### src/rtl/pa_bus.sv
// pa_bus: shared FSM state type and address-window constants for the chip-select unit.
package pa_bus;
  typedef enum logic [1:0] {IDLE, WAIT, HOLD} state_t;
  localparam int REAL_TOP = 16;
  localparam int WIN_HI = 15;
  localparam int WIN_LO = 7;
  localparam int CH_W = 4;
endpackage

### src/rtl/cs_wait_timer.sv
// cs_wait_timer: per-access wait-state sequencer driving the CPU wait request.
module cs_wait_timer
  import pa_bus::*;
#(
  parameter int WS_W = 4
) (
  input  logic            clk,
  input  logic            arst,
  input  logic            start,
  input  logic            strobe,
  input  logic [WS_W-1:0] ws_sel,
  output logic            pin_wait
);
  state_t state, state_n;
  logic [WS_W-1:0] count, count_n;
  always_ff @(posedge clk or posedge arst)
    if (arst) begin
      state <= IDLE;
      count <= '0;
    end else begin
      state <= state_n;
      count <= count_n;
    end
  always_comb begin
    state_n = state;
    count_n = count;
    case (state)
      IDLE: if (start) begin
        count_n = ws_sel == '0 ? '0 : ws_sel - WS_W'(1);
        state_n = ws_sel > WS_W'(1) ? WAIT : HOLD;
      end
      WAIT: if (!strobe) state_n = IDLE;
        else begin
          count_n = count - WS_W'(1);
          state_n = count == WS_W'(1) ? HOLD : WAIT;
        end
      HOLD: if (!strobe) state_n = IDLE;
      default: state_n = IDLE;
    endcase
  end
  // the start cycle itself already counts as the first wait cycle
  assign pin_wait = (start & |ws_sel) | (state == WAIT);
endmodule

### src/rtl/chip_select_unit.sv
// chip_select_unit: real-mode address decode into ROM/RAM/peripheral selects with
// programmable per-channel wait states held in a config slot.
module chip_select_unit
  import pa_bus::*;
#(
  parameter int ADDR_W     = 22,
  parameter int SLOT_BITS  = 4,
  parameter int WS_W       = 4,
  parameter int DEFAULT_WS = 2,
  localparam int N_PERIPH  = 2 ** (7 - SLOT_BITS)
) (
  input  logic                clk,
  input  logic                arst,
  input  logic [ADDR_W-1:0]   address_bus,
  input  logic                mem_io,
  input  logic                rd,
  input  logic                wr,
  input  logic [7:0]          data_in,
  output logic                rom_cs_n,
  output logic                ram_cs_n,
  output logic [N_PERIPH-1:0] periph_cs_n,
  output logic                pin_wait,
  output logic [7:0]          data_out,
  output logic                data_oe
);
  localparam int SW = 7 - SLOT_BITS;
  localparam int NREG = N_PERIPH + 2;
  localparam logic [CH_W-1:0] CH_ROM = CH_W'(N_PERIPH);
  localparam logic [CH_W-1:0] CH_RAM = CH_W'(N_PERIPH + 1);
  localparam logic [CH_W-1:0] CH_NONE = CH_W'(N_PERIPH + 2);
  logic real_mode, win_top, cfg_hit, ofs_ok, strobe, strobe_q, start, wr_q, cfg_ok_q;
  logic [SW-1:0] slot;
  logic [SLOT_BITS-1:0] ofs, cfg_idx_q;
  logic [CH_W-1:0] cur_ch, ch_q, sel_ch;
  logic [WS_W-1:0] ws [NREG];
  logic [WS_W-1:0] wdata, ws_sel;
  assign real_mode = mem_io & ~|address_bus[ADDR_W-1:REAL_TOP];
  assign win_top = &address_bus[WIN_HI:WIN_LO];
  assign slot = address_bus[6:SLOT_BITS];
  assign ofs = address_bus[SLOT_BITS-1:0];
  assign cfg_hit = real_mode & win_top & (slot == SW'(N_PERIPH - 1));
  assign ofs_ok = ofs < SLOT_BITS'(NREG);
  assign rom_cs_n = !(real_mode & !address_bus[15] & !arst);
  assign ram_cs_n = !(real_mode & address_bus[15] & !win_top & !arst);
  for (genvar k = 0; k < N_PERIPH; k++) begin : g_pcs
    assign periph_cs_n[k] = !(real_mode & win_top & (slot == SW'(k)) & !arst);
  end
  // register index equals channel code: peripherals first, then ROM, then RAM
  assign cur_ch = !real_mode ? CH_NONE : !address_bus[15] ? CH_ROM : !win_top ? CH_RAM :
                  cfg_hit ? CH_NONE : CH_W'(slot);
  assign strobe = !rd | !wr;
  assign start = strobe & !strobe_q & !arst;
  assign sel_ch = start ? cur_ch : ch_q;
  assign ws_sel = sel_ch == CH_NONE ? '0 : ws[sel_ch];
  assign data_oe = !rd & wr & cfg_hit & !arst;
  assign data_out = cfg_hit & ofs_ok ? 8'(ws[ofs]) : 8'h00;
  always_ff @(posedge clk or posedge arst)
    if (arst) begin
      strobe_q <= 1'b0;
      wr_q <= 1'b1;
      wdata <= '0;
      ch_q <= CH_NONE;
      cfg_ok_q <= 1'b0;
      cfg_idx_q <= '0;
      for (int i = 0; i < NREG; i++) ws[i] <= WS_W'(DEFAULT_WS);
    end else begin
      strobe_q <= strobe;
      wr_q <= wr;
      if (!wr) wdata <= data_in[WS_W-1:0];
      if (start) begin
        ch_q <= cur_ch;
        cfg_ok_q <= cfg_hit & ofs_ok;
        cfg_idx_q <= ofs;
      end
      if (wr & !wr_q & cfg_ok_q) ws[cfg_idx_q] <= wdata;
    end
  cs_wait_timer #(.WS_W(WS_W)) u_timer (
    .clk(clk), .arst(arst), .start(start), .strobe(strobe), .ws_sel(ws_sel), .pin_wait(pin_wait)
  );
endmodule

### config.mk
export PLATFORM = sky130hd
export DESIGN_NAME = chip_select_unit
export DESIGN_NICKNAME = d
export VERILOG_FILES = /design/src/rtl/pa_bus.sv /design/src/rtl/cs_wait_timer.sv /design/src/rtl/chip_select_unit.sv
export SDC_FILE = /design/constraint.sdc
export NUM_CORES = 1
export LEC_CHECK = 0
export BUFFER_PORTS_ARGS = -buffer_cell sky130_fd_sc_hd__buf_2
export CAP_MARGIN = 20
export CORE_MARGIN = 8
export CORE_UTILIZATION = 45
export CTS_CLUSTER_DIAMETER = 40
export DETAILED_ROUTE_END_ITERATION = 8
export PLACE_DENSITY = 0.65
export SETUP_SLACK_MARGIN = 0.4
export SYNTH_ARGS = -nofsm -noshare
export SYNTH_HDL_FRONTEND = slang
export SYNTH_SLANG_ARGS = --single-unit
### constraint.sdc
create_clock -name clk -period 6 [get_ports clk]
set_input_delay 0.3 -clock clk [delete_from_list [all_inputs] [get_ports clk]]
set_output_delay 0.3 -clock clk [all_outputs]
set_load 0.05 [all_outputs]
Word-level counts from Yosys, hierarchy flattened
Cells that the tools add are included.

storage, ports and cells
  register bits after elaboration = 61
  bits of input ports = 35
  output and inout bits = 20
  word-level logic and storage cells = 131

operators by class
  add/sub/neg operators = 2
  order comparisons = 6
  equality and inequality tests = 14
  mux-type cells = 26
  bitwise logic cells = 37
  reductions and logical operators = 28

operators by type and width
  kind                 count
  $mux 4               15
  $bwmux 40            1
  $and 1x1->1          32
  $bmux 4 s4           2
  $logic_not 1->1      18
  $demux 4 s4          1
  $ge 5x5->1 const B   3
  $not 4->5            3
  $eq 3x3->1 const B   4
  $mux 2               5
  $reduce_and 9->1     1
  $pmux 4 s2           1
  $sub 4x1->4 const B  2
  $eq 3x2->1 const B   2
  $pmux 2 s3           1
  $reduce_or 6->1      1
  $lt 5x1->1 const B   1
  $eq 4x1->1 const B   1
  $eq 4x4->1 const B   1
  $gt 4x1->1 const B   1
  $logic_not 4->1      1
  $lt 4x4->1 const B   1
  $ne 2x2->1 const B   2
  $reduce_or 4->1      1
  11 further kinds     12

Logic depth before layout (Yosys ltp)
Gate-level depths: netlist (run 1).

  depth after elaboration = 19
  mapped depth = 16
  depth with buffers taken out = 13

Cells and area by module
From an unflattened synthesis (run 1), not the netlist that was laid out.

second synthesis, totals
  cell total of the unflattened synthesis = 321
  area total of the unflattened synthesis = 3613.5 um^2

by module, submodules not included
  module            times used  cells each  area an instance (um^2)  sequential area each (um^2)
  chip_select_unit  1           269         3148.0                   1392.6
  cs_wait_timer     1           52          465.4                    150.1

Worst setup path after synthesis (run 1)
OpenSTA, ideal clock, no wires.

  path kind = input port to flip-flop
  from = input port arst
  to = register u_timer.count[3]
  library setup time = 0.066 ns
  data arrival time = 3.044 ns
  required time = 5.934 ns
  setup slack = 2.890 ns
  cell stages on the path = 13
  path buffers = 2
  cell sequence = clkbuf_2 a211oi_4 and3_1 o2bb2ai_1 buf_2 a21oi_1 a32o_1 o22ai_1 nor2_1 ha_1 or4_1 nor4_1 o31a_1

between the ends
  longest elaborated chain between the ends = 12
  elaborated cells on any way between the ends = 16
  those cells by class = 1 x add/sub; 2 x eq/ne; 8 x mux; 2 x bitwise; 3 x reduce/logical

ends and longest elaborated chain
  item                                            RTL line                RTL
  start: declaration                              chip_select_unit.sv:13  input logic arst,
  $logic_not 1->1 (no line) (*)                   -
  $and 1x1->1 (*)                                 chip_select_unit.sv:52  assign start = strobe & !strobe_q & !arst;
  $mux 4                                          -
  $not 4->5 (not written as such)                 chip_select_unit.sv:54  assign ws_sel = sel_ch == CH_NONE ? '0 : ws[sel_ch];
  $bmux 4 s4                                      chip_select_unit.sv:54
  $mux 4 (not written as such) (2 in a row)       chip_select_unit.sv:54
  $mux 4                                          chip_select_unit.sv:54
  $sub 4x1->4 or $logic_not 4->1 (tied branches)  cs_wait_timer.sv:29     count_n = ws_sel == '0 ? '0 : ws_sel - WS_W'(1);
  $mux 4                                          cs_wait_timer.sv:29
  $mux 4                                          cs_wait_timer.sv:28     IDLE: if (start) begin
  $pmux 4 s2                                      cs_wait_timer.sv:27     case (state)
  end signal: assignment                          cs_wait_timer.sv:22     count <= count_n;
  end: declaration                                cs_wait_timer.sv:15     logic [WS_W-1:0] count, count_n;

Every way passes the cells marked *; elsewhere a longest branch is shown, timed or not. The select of a mux whose other input is x is not followed.
A chain may end at the register's enable or synchronous reset.

Worst setup path after layout (run 1)
  from = register strobe_q
  to = output port pin_wait

between the ends
  longest elaborated chain between the ends = 12
  elaborated cells on any way between the ends = 13
  those cells by class = 1 x eq/ne; 5 x mux; 5 x bitwise; 2 x reduce/logical

ends and longest elaborated chain
  item                                       RTL line                RTL
  start: declaration                         chip_select_unit.sv:31  logic real_mode, win_top, cfg_hit, ofs_ok, strobe, strobe_q, start, wr_q, cfg_ok_q;
  start signal: assignment                   chip_select_unit.sv:67  strobe_q <= strobe;
  $logic_not 1->1 (*)                        chip_select_unit.sv:52
  $and 1x1->1 (*) (2 in a row)               chip_select_unit.sv:52
  $mux 4                                     -
  $not 4->5 (not written as such)            chip_select_unit.sv:54
  $bmux 4 s4                                 chip_select_unit.sv:54
  $mux 4 (not written as such) (2 in a row)  chip_select_unit.sv:54
  $mux 4                                     chip_select_unit.sv:54
  $reduce_or 4->1                            cs_wait_timer.sv:42     assign pin_wait = (start & |ws_sel) | (state == WAIT);
  $and 1x1->1 (*)                            cs_wait_timer.sv:42
  $or 1x1->1 (*)                             cs_wait_timer.sv:42
  end: declaration                           chip_select_unit.sv:22  output logic pin_wait,

Marks and branches as above.

==> flow_summary.json, run 1 <==
{
  "worstMarginPinSlew_ns": 0.912,
  "slew_headroom": 0.387,
  "synth.mux.area_fraction": 0.227,
  "grt_max_degree": 63,
  "status": "finished, final reports clean",
  "slew_violations": 0,
  "io_buffer_count": 46,
  "max-cap-violations": 0,
  "core_sq_um": 8090,
  "rsz0062_at_grt": "false",
  "synthTopCellsByArea": "dfrtp_1 (32%), mux2_2 (13%), dfstp_2 (9.2%), mux4_2 (4.9%), nand2_1 (4.7%)",
  "cts_buffers": 9,
  "slowest_stage": "a211oi_4",
  "max_stage_delay_ns": 0.62,
  "grt-ovfl-total": 0,
  "syn_area_sq_um": 3700,
  "clock_latency_ns": 0.35,
  "design_power_total_uw": 904,
  "clock_skew_ns": 0.0168,
  "via_count": 2939,
  "cp_cell_sequence": "a211oi_4, nand4_1, o21a_1, inv_2, nand2_1, a32o_1, o22ai_1, nor2_1, ha_1, nand3_1, a21o_1, buf_2",
  "die_area_sq_um": 11400,
  "diodes": 0,
  "startpoint_type": "register",
  "die_h_microns": 107,
  "cts_tree": "built",
  "peakVddDrop_v": 0.000137,
  "leakage_uw": 0.00183,
  "grt_pass1_wl_mm": 15.2,
  "critPathArrivalTime_ns": 4.08,
  "antenna_found_initial": 0,
  "root_buffer": "clkbuf_8",
  "post_cts_buffers": 0,
  "antenna_left": 0,
  "initial_utilization": 0.457,
  "io_pins": 55,
  "yosysTopAreaCell": "dfrtp_1",
  "synth_ff_type": "dfrtp_1",
  "layout_common_cells": "dfrtp_1 (48), nand2_1 (46), buf_2 (46), mux2_2 (44), nor2_1 (18)",
  "fmax_mhz": 228,
  "post-route-period-util": 0.730,
  "crit_fanout": 17,
  "worst_setup_path_end_kind": "primary output",
  "hpwlAfterDp_mm": 6.77,
  "tns_ns": 0,
  "final_nets": 433,
  "worstSetupPathType": "register to primary output",
  "synth_compound_area_frac": 0.121,
  "vias_per_cell": 5.84,
  "synth_seq_cells": 61,
  "finalHoldViolations": 0,
  "path_buf_inv": 2,
  "synth_top_family_by_area": "multiplexers",
  "clk_path_buf_depth": 2,
  "wl_per_cell_microns": 18.4,
  "fill_cells": 761,
  "cellPowerDensity_nw_per_um2": 217,
  "yosysUniqueCellTypes": 58,
  "finalSetupViolations": 0,
  "cts_resized": 0,
  "cts_hold_buf": 0,
  "min_period_ns": 4.38,
  "drc_errors": 0,
  "cts_num_sinks": 61,
  "syn_inst": 352,
  "first_pass_iters": 4,
  "grtUsageTotal": 0.170,
  "synth_warnings": 0,
  "htreeDepth": 3,
  "yosysSeqAreaShare": 0.417,
  "mostFrequentLayoutCell": "dfrtp_1",
  "first_iter_violations": 179,
  "hold_ws_ns": 0.183,
  "synth_top_area_share": 0.325,
  "async_flop_share": 1.00,
  "stdcell_count": 503,
  "area_growth_pct": 12.8,
  "critPathRequiredTime_ns": 5.70,
  "synth-adder-area-share": 0.0169,
  "synth_edf_count": 0,
  "first_global_vias": 2888,
  "syn_area_per_cell_sq_um": 10.5,
  "rows": 33,
  "drive_above_1_share": 0.354,
  "min_path_type": "primary input to register",
  "synth_xor_area_frac": 0.00237,
  "fp.dieW_microns": 107,
  "place.gp.congestion": 0.835,
  "synth-simple-area-share": 0.173,
  "placed_cells": 487,
  "drt_wl_total_mm": 9.25,
  "path_clk_slew_ns": 0.08,
  "crit_family": "compound AO/OA/AOI/OAI gates"
}
## worst register-to-register path, delay by kind of cell (launching register included)
kind	cells	cell delay, ns
DFF	1	0.42
adders and majority gates	1	0.26
buffers and inverters	1	0.37
and+or+nand+nor	5	1.21
AOI/OAI and AO/OA	5	1.82
## cells by family after synthesis
group,Yosys count
AOI/OAI and AO/OA,60
xor gates and xnor gates,1
adders and majority gates,5
buffers and inverters,31
DFF,61
muxes,68
other,1
and+or+nand+nor,125
## where the power goes
group / internal (uW) / switching, uW
clock network: 193 / 180
registers: 426 / 21.9
logic: 32.3 / 51.4
## final cells by class
type	instances	area (sq um)	area share
inverters	10	37.5	0.00901
repair buffers	48	245	0.0588
multi-input cells	263	2010	0.483
clock inverters	7	73.8	0.0177
well taps	105	131	0.0315
flip-flops and latches	61	1540	0.370
clock buffers	9	124	0.0297
## synth_stat cells, types with 4 or more instances
library cell / count
dfrtp_1: 48
nand2_1: 46
mux2_2: 44
nor2_1: 18
mux2i_1: 15
nand3_1: 15
dfstp_2: 13
a21oi_1: 11
nor3_1: 10
o21ai_0: 10
clkbuf_1: 9
inv_1: 8
mux4_2: 8
a211oi_1: 7
and2_1: 6
buf_4: 6
ha_1: 5
o22ai_1: 5
nand2b_1: 4
nor2b_1: 4
o211ai_1: 4
## registers in the layout (all words and copies together) (netlist names)
| signal | cells |
|---|---|
| cfg_idx_q | 4 |
| cfg_ok_q | 1 |
| ch_q | 4 |
| strobe_q | 1 |
| u_timer.count | 4 |
| u_timer.state | 2 |
| wdata | 4 |
| wr_q | 1 |
| ws | 40 |
## routing by layer
layer  track usage  wire, microns  part of all wire  vias up
li1              -              -                 -     1378
met5             0              0                 0        -
met3        0.0486            760             0.082       11
met2         0.259           4200              0.45      106
met1         0.225           4160              0.45     1444
met4        0.0603            130             0.014        0
## final timing paths
check	startpoint	end	slack, ns	cells after the start
max	strobe_q	pin_wait	1.62	12
min	data_in[3]	wdata[3]	0.18	2
max reg2reg	strobe_q	u_timer.count[3]	1.89	12
min reg2reg	cfg_ok_q	cfg_ok_q	0.47	2
max in group asynchronous	arst	wdata[2]	5.21	3
min in group asynchronous	arst	strobe_q	0.24	3
## metrics by stage
stage / cell area [sq um] / setup WS [ns] / util
2_1_floorplan: 3710 / 2.89 / -
3_3_place_gp: 3970 / 1.81 / 0.491
3_5_place_dp: 3970 / 1.79 / 0.491
4_1_cts: 4170 / 1.64 / 0.515
5_1_grt: 4170 / 1.39 / 0.515
6_report: 4170 / 1.62 / 0.515
(Power assumes the default switching activity.)
==> run 2, diff against run 1 <==
--- a/config.mk
+++ b/config.mk
@@ -11,7 +11,7 @@
 export CORE_UTILIZATION = 45
 export CTS_CLUSTER_DIAMETER = 40
 export DETAILED_ROUTE_END_ITERATION = 8
-export PLACE_DENSITY = 0.65
+export PLACE_DENSITY = 0.68
 export SETUP_SLACK_MARGIN = 0.4
 export SYNTH_ARGS = -nofsm -noshare
 export SYNTH_HDL_FRONTEND = slang
==> constraint.sdc (replaced) <==
create_clock -name clk -period 3.9 [get_ports clk]
set_input_delay 0.195 -clock clk [delete_from_list [all_inputs] [get_ports clk]]
set_output_delay 0.195 -clock clk [all_outputs]
set_load 0.05 [all_outputs]
==> run 2 against run 1 <==
  * Power grew 48%
  * Flip-flop and latch count is the same
  * Count of clock-buffer cells in the layout is the same
  * Critical path type unchanged
  * Non-clock buffer count grew 14
  * Die area is the same
  * First-iteration DRC count shrank 3.4%
  * Cell count grew 2.8%
  * Combinational power grew 60%
==> flow_summary.json, run 2 (synthesis results as in run 1) <==
{
  "cell_internal_pwr_uw": 947,
  "r2r.worst_path.cells": 13,
  "power_frac_seq": 0.515,
  "grt_pass1_wl_mm": 15.2,
  "io_pins": 55,
  "drc_errors": 0,
  "largest_reg_flops": 40,
  "whs_path_depth": 2,
  "vias_per_cell": 5.76,
  "place.gp.congestion": 0.817,
  "fp.dieW_microns": 107,
  "startpoint_type": "register",
  "tns_ns": 0,
  "reg2reg_from": "strobe_q",
  "max_stage_delay_ns": 0.43,
  "r2r_end": "u_timer.count[3]",
  "leakage_uw": 0.00190,
  "worstMarginPinSlew_ns": 0.872,
  "min_path_type": "primary input to register",
  "wl_met1_mm": 4.18,
  "met2_length_mm": 4.45,
  "fmax_mhz": 300,
  "path_clk_slew_ns": 0.08,
  "critPathRequiredTime_ns": 3.70,
  "slowest_stage": "dfrtp_1",
  "route.met3.wl_microns": 561,
  "grt_max_degree": 62,
  "finalHoldViolations": 0,
  "first_iter_violations": 173,
  "slew_headroom": 0.418,
  "utilization": 0.533,
  "hold_ws_ns": 0.0802,
  "p_comb_frac": 0.100,
  "core_sq_um": 8090,
  "top_layer": "met4",
  "reg2reg_slack_ns": 0.69,
  "cts_tree": "built",
  "postLayoutSetupSlackWorst_ns": 0.568,
  "via_count": 2978,
  "clk_path_buf_depth": 2,
  "die_h_microns": 107,
  "antenna_left": 0,
  "first_global_vias": 3033,
  "clock_latency_ns": 0.35,
  "area_growth_pct": 16.7,
  "cp-endpoint": "pin_wait",
  "root_buffer": "clkbuf_8",
  "cts_buffers": 9,
  "max-cap-violations": 0,
  "top_register": "ws",
  "clock_power_share": 0.385,
  "crit_start": "strobe_q",
  "rows": 33,
  "peakVddDrop_v": 0.000229,
  "crit_fanout": 7,
  "io_buffer_count": 46,
  "drt_wl_total_mm": 9.38,
  "status": "finished, final reports clean",
  "first_pass_iters": 4,
  "cts_num_sinks": 61,
  "cellPowerDensity_nw_per_um2": 311,
  "slew_violations": 0,
  "p_sw_uw": 395,
  "wl_per_cell_microns": 18.1,
  "rsz0062_at_grt": "false",
  "final_nets": 447,
  "placed_cells": 493,
  "drive_above_1_share": 0.398,
  "mostFrequentLayoutCell": "dfrtp_1",
  "critPathArrivalTime_ns": 3.14,
  "diodes": 0,
  "grt-ovfl-total": 0,
  "dp_slack_ns": 0.387,
  "cp_cell_sequence": "a211o_4, nand2_1, o21a_1, buf_4, mux2_4, o2111ai_2, nor3b_4, ha_2, nand3_2, a21o_1, clkbuf_4",
  "switching_share": 0.294,
  "worst_setup_path_end_kind": "primary output",
  "worstSetupPathType": "register to primary output",
  "layout_common_cells": "dfrtp_1 (48), nand2_1 (46), buf_2 (45), mux2_2 (44), nor2_1 (17)",
  "initial_utilization": 0.457,
  "antenna_found_initial": 0,
  "die_area_sq_um": 11400,
  "finalSetupViolations": 0,
  "post-route-period-util": 0.854,
  "hpwlAfterDp_mm": 6.95,
  "min_period_ns": 3.33,
  "htreeDepth": 3,
  "stdcell_count": 517,
  "grtUsageTotal": 0.168,
  "clock_skew_ns": 0.0157
}
[run 2: changes by cell type in the layout (fill, tap and decap cells not counted), sizes merged]
cell / previous run / this run
bufinv: 1 / 0
clkbuf: 9 / 11
clkinv: 4 / 3
buf: 48 / 60
inv: 11 / 13
[run 2: layout make-up]
type / count / area (sq um)
Sequential cell: 61 / 1540
Tap cell: 105 / 131
Fill cell: 744 / 3780
Timing Repair Buffer: 62 / 350
Clock buffer: 9 / 124
Inverter: 10 / 40.0
Clock inverter: 7 / 56.3
Multi-Input combinational cell: 263 / 2070
[run 2: power by group through the flow]
stage	combinational, uW	sequential, uW	clock (uW)
after floorplan	102	684	0
after global placement	129	700	0
after detailed placement	132	701	0
after CTS	134	690	532
after global routing	152	696	560
final	134	691	517
[run 2: worst min-delay path by stage]
stage	from	to	slack [ns]
5_1_grt	data_in[3]	wdata[3]	0.07
6_report	data_in[3]	wdata[3]	0.08
2_1_floorplan	wr	wr_q	0.20
4_1_cts	data_in[3]	wdata[3]	0.06
3_5_place_dp	data_in[3]	wdata[3]	0.43
3_3_place_gp	data_in[1]	wdata[1]	0.43
[run 2: metal layers]
metal,vias up,track usage
li1,1407,-
met2,85,0.277
met3,15,0.0402
met1,1471,0.203
met5,-,0
met4,0,0.0794
[run 2: worst max-delay path, delay by kind of cell, from the launching register on]
family,cells,cell delay (ns)
mux,1,0.32
flops,1,0.43
compound gates,4,0.91
fa+ha+maj,1,0.26
simple gates,3,0.48
buf+inv,2,0.39
[run 2: timing repair]
action                                  CTS  global route
cloned                                    0             0
pin swaps                                 1             3
buffers inserted                          1             6
resized for setup                         3             9
endpoints found under the setup margin    2             2
hold buffers                              0             0
[run 2: metrics by stage]
step	cell area (sq um)	total power (uW)
6_report	4310	1340
5_1_grt	4310	1410
4_1_cts	4220	1360
3_5_place_dp	4020	834
3_3_place_gp	4020	829
2_1_floorplan	3710	787
==> run 3, diff against run 2 <==
--- a/config.mk
+++ b/config.mk
@@ -11,7 +11,7 @@
 export CORE_UTILIZATION = 45
 export CTS_CLUSTER_DIAMETER = 40
 export DETAILED_ROUTE_END_ITERATION = 8
-export PLACE_DENSITY = 0.68
+export PLACE_DENSITY = 0.65
 export SETUP_SLACK_MARGIN = 0.4
 export SYNTH_ARGS = -nofsm -noshare
 export SYNTH_HDL_FRONTEND = slang
==> constraint.sdc (replaced) <==
create_clock -name clk -period 3.6 [get_ports clk]
set_input_delay 0.18 -clock clk [delete_from_list [all_inputs] [get_ports clk]]
set_output_delay 0.18 -clock clk [all_outputs]
set_load 0.05 [all_outputs]
==> run 3 against run 2 <==
  * Flip-flop and latch count unchanged
  * Critical path depth unchanged
  * Register-to-register slack lost 0.26 ns
  * Via count increased by 1.5%
  * First-iteration DRC count is 4.0% lower
  * Combinational power grew 8%
  * Core utilization increased by 0.46 points
  * Clock power up 19%
  * Count of clock-buffer cells in the layout stayed put
==> flow_summary.json, run 3 (synthesis results as in run 1) <==
{
  "status": "finished, final reports clean",
  "drt_wl_total_mm": 9.48,
  "cts_num_sinks": 61,
  "grt-ovfl-total": 0,
  "cts_tree": "built",
  "crit_family": "compound AO/OA/AOI/OAI gates",
  "wl_per_cell_microns": 18.3,
  "min_path_type": "primary input to register",
  "htreeDepth": 3,
  "cellPowerDensity_nw_per_um2": 347,
  "hpwlAfterDp_mm": 7.00,
  "finalHoldViolations": 0,
  "slew_violations": 0,
  "via_count": 3022,
  "clock_skew_ns": 0.00681,
  "crit_fanout": 7,
  "path_clk_slew_ns": 0.07,
  "clk_path_buf_depth": 2,
  "largest_reg_flops": 40,
  "path_buf_inv": 2,
  "slew_headroom": 0.367,
  "grtUsageTotal": 0.173,
  "io_pins": 55,
  "drive_above_1_share": 0.401,
  "initial_utilization": 0.457,
  "antenna_left": 0,
  "finalSetupViolations": 0,
  "final_nets": 449,
  "grt_pass1_wl_mm": 15.4,
  "post-route-period-util": 0.883,
  "startpoint_type": "register",
  "max-cap-violations": 0,
  "max_stage_delay_ns": 0.43,
  "worstSetupPathType": "register to primary output",
  "min_period_ns": 3.18,
  "critPathRequiredTime_ns": 3.42,
  "fmax_mhz": 315,
  "core_sq_um": 8090,
  "place.gp.congestion": 0.907,
  "worst_setup_path_end_kind": "primary output",
  "slowest_stage": "dfrtp_1",
  "diodes": 0,
  "utilization": 0.538,
  "drc_errors": 0,
  "clock_latency_ns": 0.35,
  "tns_ns": 0,
  "root_buffer": "clkbuf_8",
  "area_growth_pct": 17.7,
  "die_area_sq_um": 11400,
  "layout_common_cells": "dfrtp_1 (48), nand2_1 (46), buf_2 (45), mux2_2 (44), buf_4 (18)",
  "first_iter_violations": 166,
  "peakVddDrop_v": 0.000199,
  "critPathArrivalTime_ns": 3.00,
  "rows": 33,
  "die_h_microns": 107,
  "cp_cell_sequence": "a211oi_4, nand4_1, o21a_4, buf_4, mux2_4, o2111ai_2, nor3b_4, ha_2, nand3_2, a21o_1, buf_6",
  "top_register": "ws",
  "first_global_vias": 3043,
  "leakage_uw": 0.00192,
  "first_pass_iters": 5,
  "fill_cells": 729,
  "antenna_found_initial": 0,
  "worstMarginPinSlew_ns": 0.940,
  "hold_ws_ns": 0.0537,
  "cts_buffers": 9,
  "vias_per_cell": 5.82,
  "mostFrequentLayoutCell": "dfrtp_1",
  "io_buffer_count": 46,
  "rsz0062_at_grt": "true",
  "cts_hold_buf": 0,
  "grt_max_degree": 62,
  "fp.dieW_microns": 107
}
==> run 3: cell types whose count changed in the layout (fill, tap and decap cells not counted), sizes merged <==
| cell | previous run | this run |
|---|---|---|
| clkinv | 3 | 4 |
| buf | 60 | 64 |
| clkinvlp | 1 | 2 |
| bufinv | 0 | 1 |
| clkbuf | 11 | 9 |
| inv | 13 | 10 |
==> run 3: layer usage <==
| metal | GRT usage | vias up | wire, microns |
|---|---|---|---|
| li1 | - | 1407 | - |
| met1 | 0.214 | 1491 | 4100 |
| met2 | 0.268 | 107 | 4310 |
| met3 | 0.0540 | 17 | 840 |
| met4 | 0.0874 | 0 | 240 |
| met5 | 0 | - | 0 |
==> run 3: worst paths after layout <==
kind,from,endpoint,slack [ns],cells after the start
max in group asynchronous,arst,ws[16],2.92,3
worst min-delay path,data_in[3],wdata[3],0.05,2
worst max register to register,strobe_q,u_timer.count[3],0.43,11
min in group asynchronous,arst,u_timer.state[0],0.14,3
worst min register to register,cfg_ok_q,cfg_ok_q,0.48,2
worst max-delay path,strobe_q,pin_wait,0.42,11
==> run 3: area by class of cell <==
| class | instances | area [sq um] | area share |
|---|---|---|---|
| clock buffer | 9 | 124 | 0.0285 |
| clock inverter | 7 | 76.3 | 0.0175 |
| inverter | 10 | 37.5 | 0.00863 |
| multi-input combinational | 263 | 2070 | 0.475 |
| sequential | 61 | 1540 | 0.355 |
| tap | 105 | 131 | 0.0302 |
| timing repair buffer | 64 | 372 | 0.0854 |
==> run 3: metrics by stage <==
step | total power, uW | area [sq um] | std cells | worst slack, ns
global route | 1570 | 4350 | 519 | 0.265
detailed placement | 903 | 4030 | 495 | 0.173
finish | 1510 | 4350 | 519 | 0.423
CTS | 1520 | 4340 | 518 | 0.404
global placement | 899 | 4030 | 495 | 0.215
floorplan | 852 | 3710 | 355 | 0.493
==> run 3: timing repair <==
action | CTS | global route
gates cloned | 0 | 0
setup buffers | 7 | 1
resized for setup | 12 | 1
setup endpoints to repair | 2 | 2
pin swaps | 6 | 1
==> run 3: power by group <==
part           internal (uW)  total, uW  switching (uW)
combinational           57.4        145            87.4
sequential               711        748            37.4
clock                    321        617             296
